$ cat src/rtl/mem_pkg.sv
// Shared definitions for the main-memory block port and its arbiter.
package mem_pkg;

   localparam int ADDR_W  = 10;
   localparam int BLOCK_W = 128;

   localparam logic RW_READ  = 1'b0;
   localparam logic RW_WRITE = 1'b1;

   typedef enum logic [1:0] {
      IDLE   = 2'b00,
      ACCESS = 2'b01,
      DONE   = 2'b10
   } arb_state_t;

   // Round-robin pick between two requesters; a lone request always wins,
   // a tie goes to whoever was not granted last.
   function automatic logic pickWinner(input logic r0, input logic r1, input logic lastGrant);
      logic w;
      if (r0 && r1) begin
         w = ~lastGrant;
      end else begin
         w = r1;
      end
      return w;
   endfunction

endpackage

$ cat src/rtl/mem_port_arbiter.sv
// Two-requester round-robin arbiter in front of the main-memory block port.
// Each transfer holds the port for a fixed MEM_LATENCY-cycle window, then
// pulses the winner's ack for one cycle (read data is valid with the ack).
//
//   state  | meaning
//   IDLE   | port free; requests sampled at every edge
//   ACCESS | latched transfer driven on mem_* for MEM_LATENCY cycles
//   DONE   | winner's ack high for this cycle; requests not sampled
module mem_port_arbiter #(
   parameter int ADDR_W      = mem_pkg::ADDR_W,
   parameter int BLOCK_W     = mem_pkg::BLOCK_W,
   parameter int MEM_LATENCY = 4
) (
   input  logic               clk,
   input  logic               reset,

   input  logic               req0,
   input  logic               rw0,
   input  logic [ADDR_W-1:0]  addr0,
   input  logic [BLOCK_W-1:0] wdata0,
   output logic               ack0,
   output logic [BLOCK_W-1:0] rdata0,

   input  logic               req1,
   input  logic               rw1,
   input  logic [ADDR_W-1:0]  addr1,
   input  logic [BLOCK_W-1:0] wdata1,
   output logic               ack1,
   output logic [BLOCK_W-1:0] rdata1,

   output logic               mem_rw,
   output logic [ADDR_W-1:0]  mem_addr,
   output logic [BLOCK_W-1:0] mem_wdata,
   input  logic [BLOCK_W-1:0] mem_rdata,

   output logic               busy
);
   import mem_pkg::*;

   // Window countdown starts at MEM_LATENCY-1 so ACCESS lasts exactly MEM_LATENCY cycles.
   localparam logic [3:0] CNT_LOAD = 4'(MEM_LATENCY - 1);

   arb_state_t state;
   logic [3:0] cnt;
   logic       lastGrant;
   logic       owner;
   logic       anyReq;
   logic       winner;
   logic       accessEnd;

   assign anyReq    = req0 | req1;
   assign winner    = pickWinner(req0, req1, lastGrant);
   assign accessEnd = (state == ACCESS) && (cnt == 4'd0);

   // Sequencer: state, access-window countdown, round-robin history and busy flag
   always_ff @(posedge clk or posedge reset) begin
      if (reset) begin
         state     <= IDLE;
         cnt       <= 4'd0;
         lastGrant <= 1'b1;
         owner     <= 1'b0;
         busy      <= 1'b0;
      end else begin
         case (state)
            IDLE: begin
               if (anyReq) begin
                  state     <= ACCESS;
                  cnt       <= CNT_LOAD;
                  lastGrant <= winner;
                  owner     <= winner;
                  busy      <= 1'b1;
               end
            end
            ACCESS: begin
               if (cnt != 4'd0) begin
                  cnt <= cnt - 4'd1;
               end else begin
                  state <= DONE;
               end
            end
            DONE: begin
               state <= IDLE;
               busy  <= 1'b0;
            end
            default: begin
               state <= IDLE;
               busy  <= 1'b0;
            end
         endcase
      end
   end

   // Memory port: latch the winner's transfer at grant, release the write strobe when the window closes
   always_ff @(posedge clk or posedge reset) begin
      if (reset) begin
         mem_rw    <= RW_READ;
         mem_addr  <= '0;
         mem_wdata <= '0;
      end else if (state == IDLE) begin
         if (anyReq) begin
            mem_rw    <= winner ? rw1    : rw0;
            mem_addr  <= winner ? addr1  : addr0;
            mem_wdata <= winner ? wdata1 : wdata0;
         end else begin
            mem_rw <= RW_READ;
         end
      end else if (accessEnd) begin
         mem_rw <= RW_READ;
      end
   end

   // Completion: capture the read block for its owner and pulse the owner's ack during DONE
   always_ff @(posedge clk or posedge reset) begin
      if (reset) begin
         ack0   <= 1'b0;
         ack1   <= 1'b0;
         rdata0 <= '0;
         rdata1 <= '0;
      end else begin
         ack0 <= accessEnd & ~owner;
         ack1 <= accessEnd & owner;
         if (accessEnd && (mem_rw == RW_READ)) begin
            if (owner) begin
               rdata1 <= mem_rdata;
            end else begin
               rdata0 <= mem_rdata;
            end
         end
      end
   end

endmodule

$ cat config.mk
export PLATFORM = sky130hd
export DESIGN_NAME = mem_port_arbiter
export DESIGN_NICKNAME = d
export VERILOG_FILES = /design/src/rtl/mem_pkg.sv /design/src/rtl/mem_port_arbiter.sv
export SDC_FILE = /design/constraint.sdc
export NUM_CORES = 1
export LEC_CHECK = 0
export CAP_MARGIN = 20
export CORE_AREA = 2 2 315 317
export CTS_CLUSTER_SIZE = 20
export DETAILED_ROUTE_END_ITERATION = 7
export DIE_AREA = 0 0 317 319
export DONT_BUFFER_PORTS = 1
export GPL_TIMING_DRIVEN = 0
export PLACE_DENSITY_LB_ADDON = 0.15
export SETUP_SLACK_MARGIN = 0.3
export SLEW_MARGIN = 20
export SYNTH_ARGS = -nofsm -noshare
export SYNTH_HDL_FRONTEND = slang
export SYNTH_SLANG_ARGS = --single-unit
export TNS_END_PERCENT = 50
$ cat constraint.sdc
create_clock -name clk -period 14.7 [get_ports clk]
set_input_delay 3.675 -clock clk [delete_from_list [all_inputs] [get_ports clk]]
set_output_delay 3.675 -clock clk [all_outputs]
set_load 0.01 [all_outputs]
==> reports/results.tsv <==
metric	value	unit
DP Cell Count	2509	
critical path's top delay family	buffers and inverters	
Core ar.	97700	µm²
Post-Synthesis Cells	1208	
vias	10438	
Root Buffer	clkbuf_16	
Synth cell types	32	
Slew @ Worst Pin	1000	ps
CP most frequent cell	clkbuf_1	
vias per cell	4.01	
Setup CP Type	in -> reg	
number of max-cap violations	0	
reg-to-reg setup timing slack	11510	ps
worst r2r path cells	6	
# clock sinks	406	
All-Layer GR Usage	0.112	
Detail Route Antenna Nets	0	
CTS tree	done	
IO Count	808	
residual DRC count	0	
Seq/Total Area, Yosys	0.614	
die width	317	µm
Critical Path AT	5850	ps
Final Slew Violations	0	
Syn. warnings	0	
grt total ovfl	0	
setup bufs post-CTS	0	
worst r2r src	state[1]	
Worst-path clk slew	50	ps
Clock H-tree levels	2	
clock latency at the later pin of the worst-skew pair	600	ps
I/O Buffers	0	
relative slew slack	0.331	
pre-CTS setup slack	8540	ps
post-cts resize count	0	
final hold slack	535	ps
Initial Util	0.169	
Post-Layout Cell Count	2603	
FMAX	185	MHz
WL final	60200	µm
Final setup viols	0	
WHS Endpoint	lastGrant	
syn_nets	1620	
GP Congestion	0.761	
first-pass GRT wire length	82900	µm
design area	20100	µm²
placed cell area	18500	µm²
hold_buf cts	0	
slack of the critical path	9290	ps
Die Area	101000	µm²
utilization after layout	0.205	
skew final	16.2	ps
period utilization	0.368	
Final HPWL DP	47600	µm
Worst setup EP type	flip-flop	
P_leak	8.41	nW
number of global-route vias before repair	11431	
final worst path period need	5410	ps
Cell Chain, Critical Path	a21bo_2, clkbuf_1, clkbuf_2, clkbuf_1, mux2i_1, a21oi_1	
initial antenna violation count	10	
critical path peak fanout	10	
hold_sp	lastGrant	
area grow syn2layout	21.3	%
CTS Buf Count	50	
RSZ-0062 raised after global routing	no	
# rows	115	
Wirelength per Cell	23.1	µm
CP Launch Type	primary input	
CP max stage delay	720	ps
crit path max-delay cell type	clkbuf_1	
pwr/cell area	237	nW/µm²
status	finished, final reports clean	
worst endpoint required time	15140	ps
total power	4.75	mW
maximum VDD drop	0.0850	mV
Starting DRT DRC Count	378	
r2r endpoint	mem_wdata[47]	
layout cell share with drive strength beyond 1	0.294	
Setup TNS	0	ps
pin count of the biggest net entering global routing	36	
First-pass DRT Iterations	4	
Buf+Inv Stages, Crit Path	3	
Synth Register Bits	406	
Hold Path Depth	1	
Cell Area, Synth	16500	µm²
Max clock buf depth	3	
final-report hold violation count	0	
Avg Inst Size Synth	13.7	µm²
Nets	1686	
Hold Crit Class	reg -> reg	
chip height	319	µm
[cells in the final DEF, fill, tap and decap left out, types with 2 or more instances in the layout]
cell type | synthesis | routed
dfrtp_1 | 405 | 405
a21oi_1 | 280 | 280
mux2_2 | 256 | 256
mux2i_1 | 141 | 141
clkbuf_1 | 58 | 68
clkbuf_16 | 0 | 51
buf_6 | 14 | 14
clkinv_2 | 0 | 14
buf_2 | 13 | 13
buf_12 | 0 | 12
clkbuf_8 | 0 | 8
diode_2 | 0 | 6
buf_1 | 5 | 5
nor2_1 | 3 | 3
inv_1 | 4 | 3
nand2_1 | 3 | 3
o21ai_0 | 3 | 3
bufinv_16 | 0 | 3
or2_2 | 2 | 2
and2_1 | 2 | 2
ha_1 | 2 | 2
buf_16 | 0 | 2
[layer usage]
layer	vias up	global-route usage	share of wire
met2	592	0.207	0.52
met5	-	0	0
met3	91	0.0593	0.14
met1	5267	0.104	0.31
li1	4488	-	-
met4	0	0.0412	0.030
[Yosys cell counts (all sizes together)]
cell     instances  area share
or3b             2      0.0012
and2             2     0.00076
nor4b            1     0.00053
or4b             1     0.00083
buf             33       0.015
dfrtp          405        0.61
dfstp            1      0.0016
or2              2     0.00076
inv              4     0.00091
or4              1     0.00045
nor3             1     0.00030
nand2            3     0.00068
o2bb2ai          1     0.00053
nand2b           1     0.00038
a31o             1     0.00053
nor2b            1     0.00038
a31oi            1     0.00038
clkbuf          58       0.013
a21oi          280       0.085
a21bo            1     0.00060
nand3b           1     0.00045
nor2             3     0.00068
ha               2      0.0015
mux2           256        0.17
o21ai            3     0.00091
mux2i          141       0.085
or3              1     0.00038
o311ai           1     0.00053
[cell type report]
cell class	instances	area [µm²]
inverter	4	18.8
tap	1287	1610
clock buffer	70	1430
timing repair buffer	14	295
fill	10453	77600
antenna	6	15.0
clock inverter	18	169
sequential	406	10200
buffer	91	468
multi-input combinational	707	5910
[power breakdown]
group	total (mW)	switching, mW	leakage, nW	internal (mW)
Clock	1.21	0.484	0.801	0.724
Combinational	1.07	0.529	2.97	0.538
Sequential	2.47	0.784	4.65	1.69
Total	4.75	1.80	8.41	2.95
[registers in the layout (all words and copies together) (netlist names)]
name       count
mem_wdata    128
busy           1
ack0           1
lastGrant      1
rdata0       128
rdata1       128
cnt            4
owner          1
state          2
mem_rw         1
mem_addr      10
ack1           1
[worst max path at each step]
stage,depth (start not counted),start,to
after floorplan,1,reset,ack0
after global placement,1,reset,rdata1[88]
after detailed placement,6,req1,mem_wdata[48]
after CTS,6,req1,mem_wdata[46]
after global routing,7,req1,mem_wdata[48]
final,6,req1,mem_wdata[46]
[cells by family (layout without fill, tap and decap cells)]
family	after synthesis	in the layout	share of synthesized area
other cells	0	6	0
buf+inv	95	197	0.0291
mux	397	397	0.259
compound gates	288	288	0.0882
flops	406	406	0.614
fa+ha+maj	2	2	0.00151
simple gates	20	20	0.00779
(Power assumes the default switching activity.)
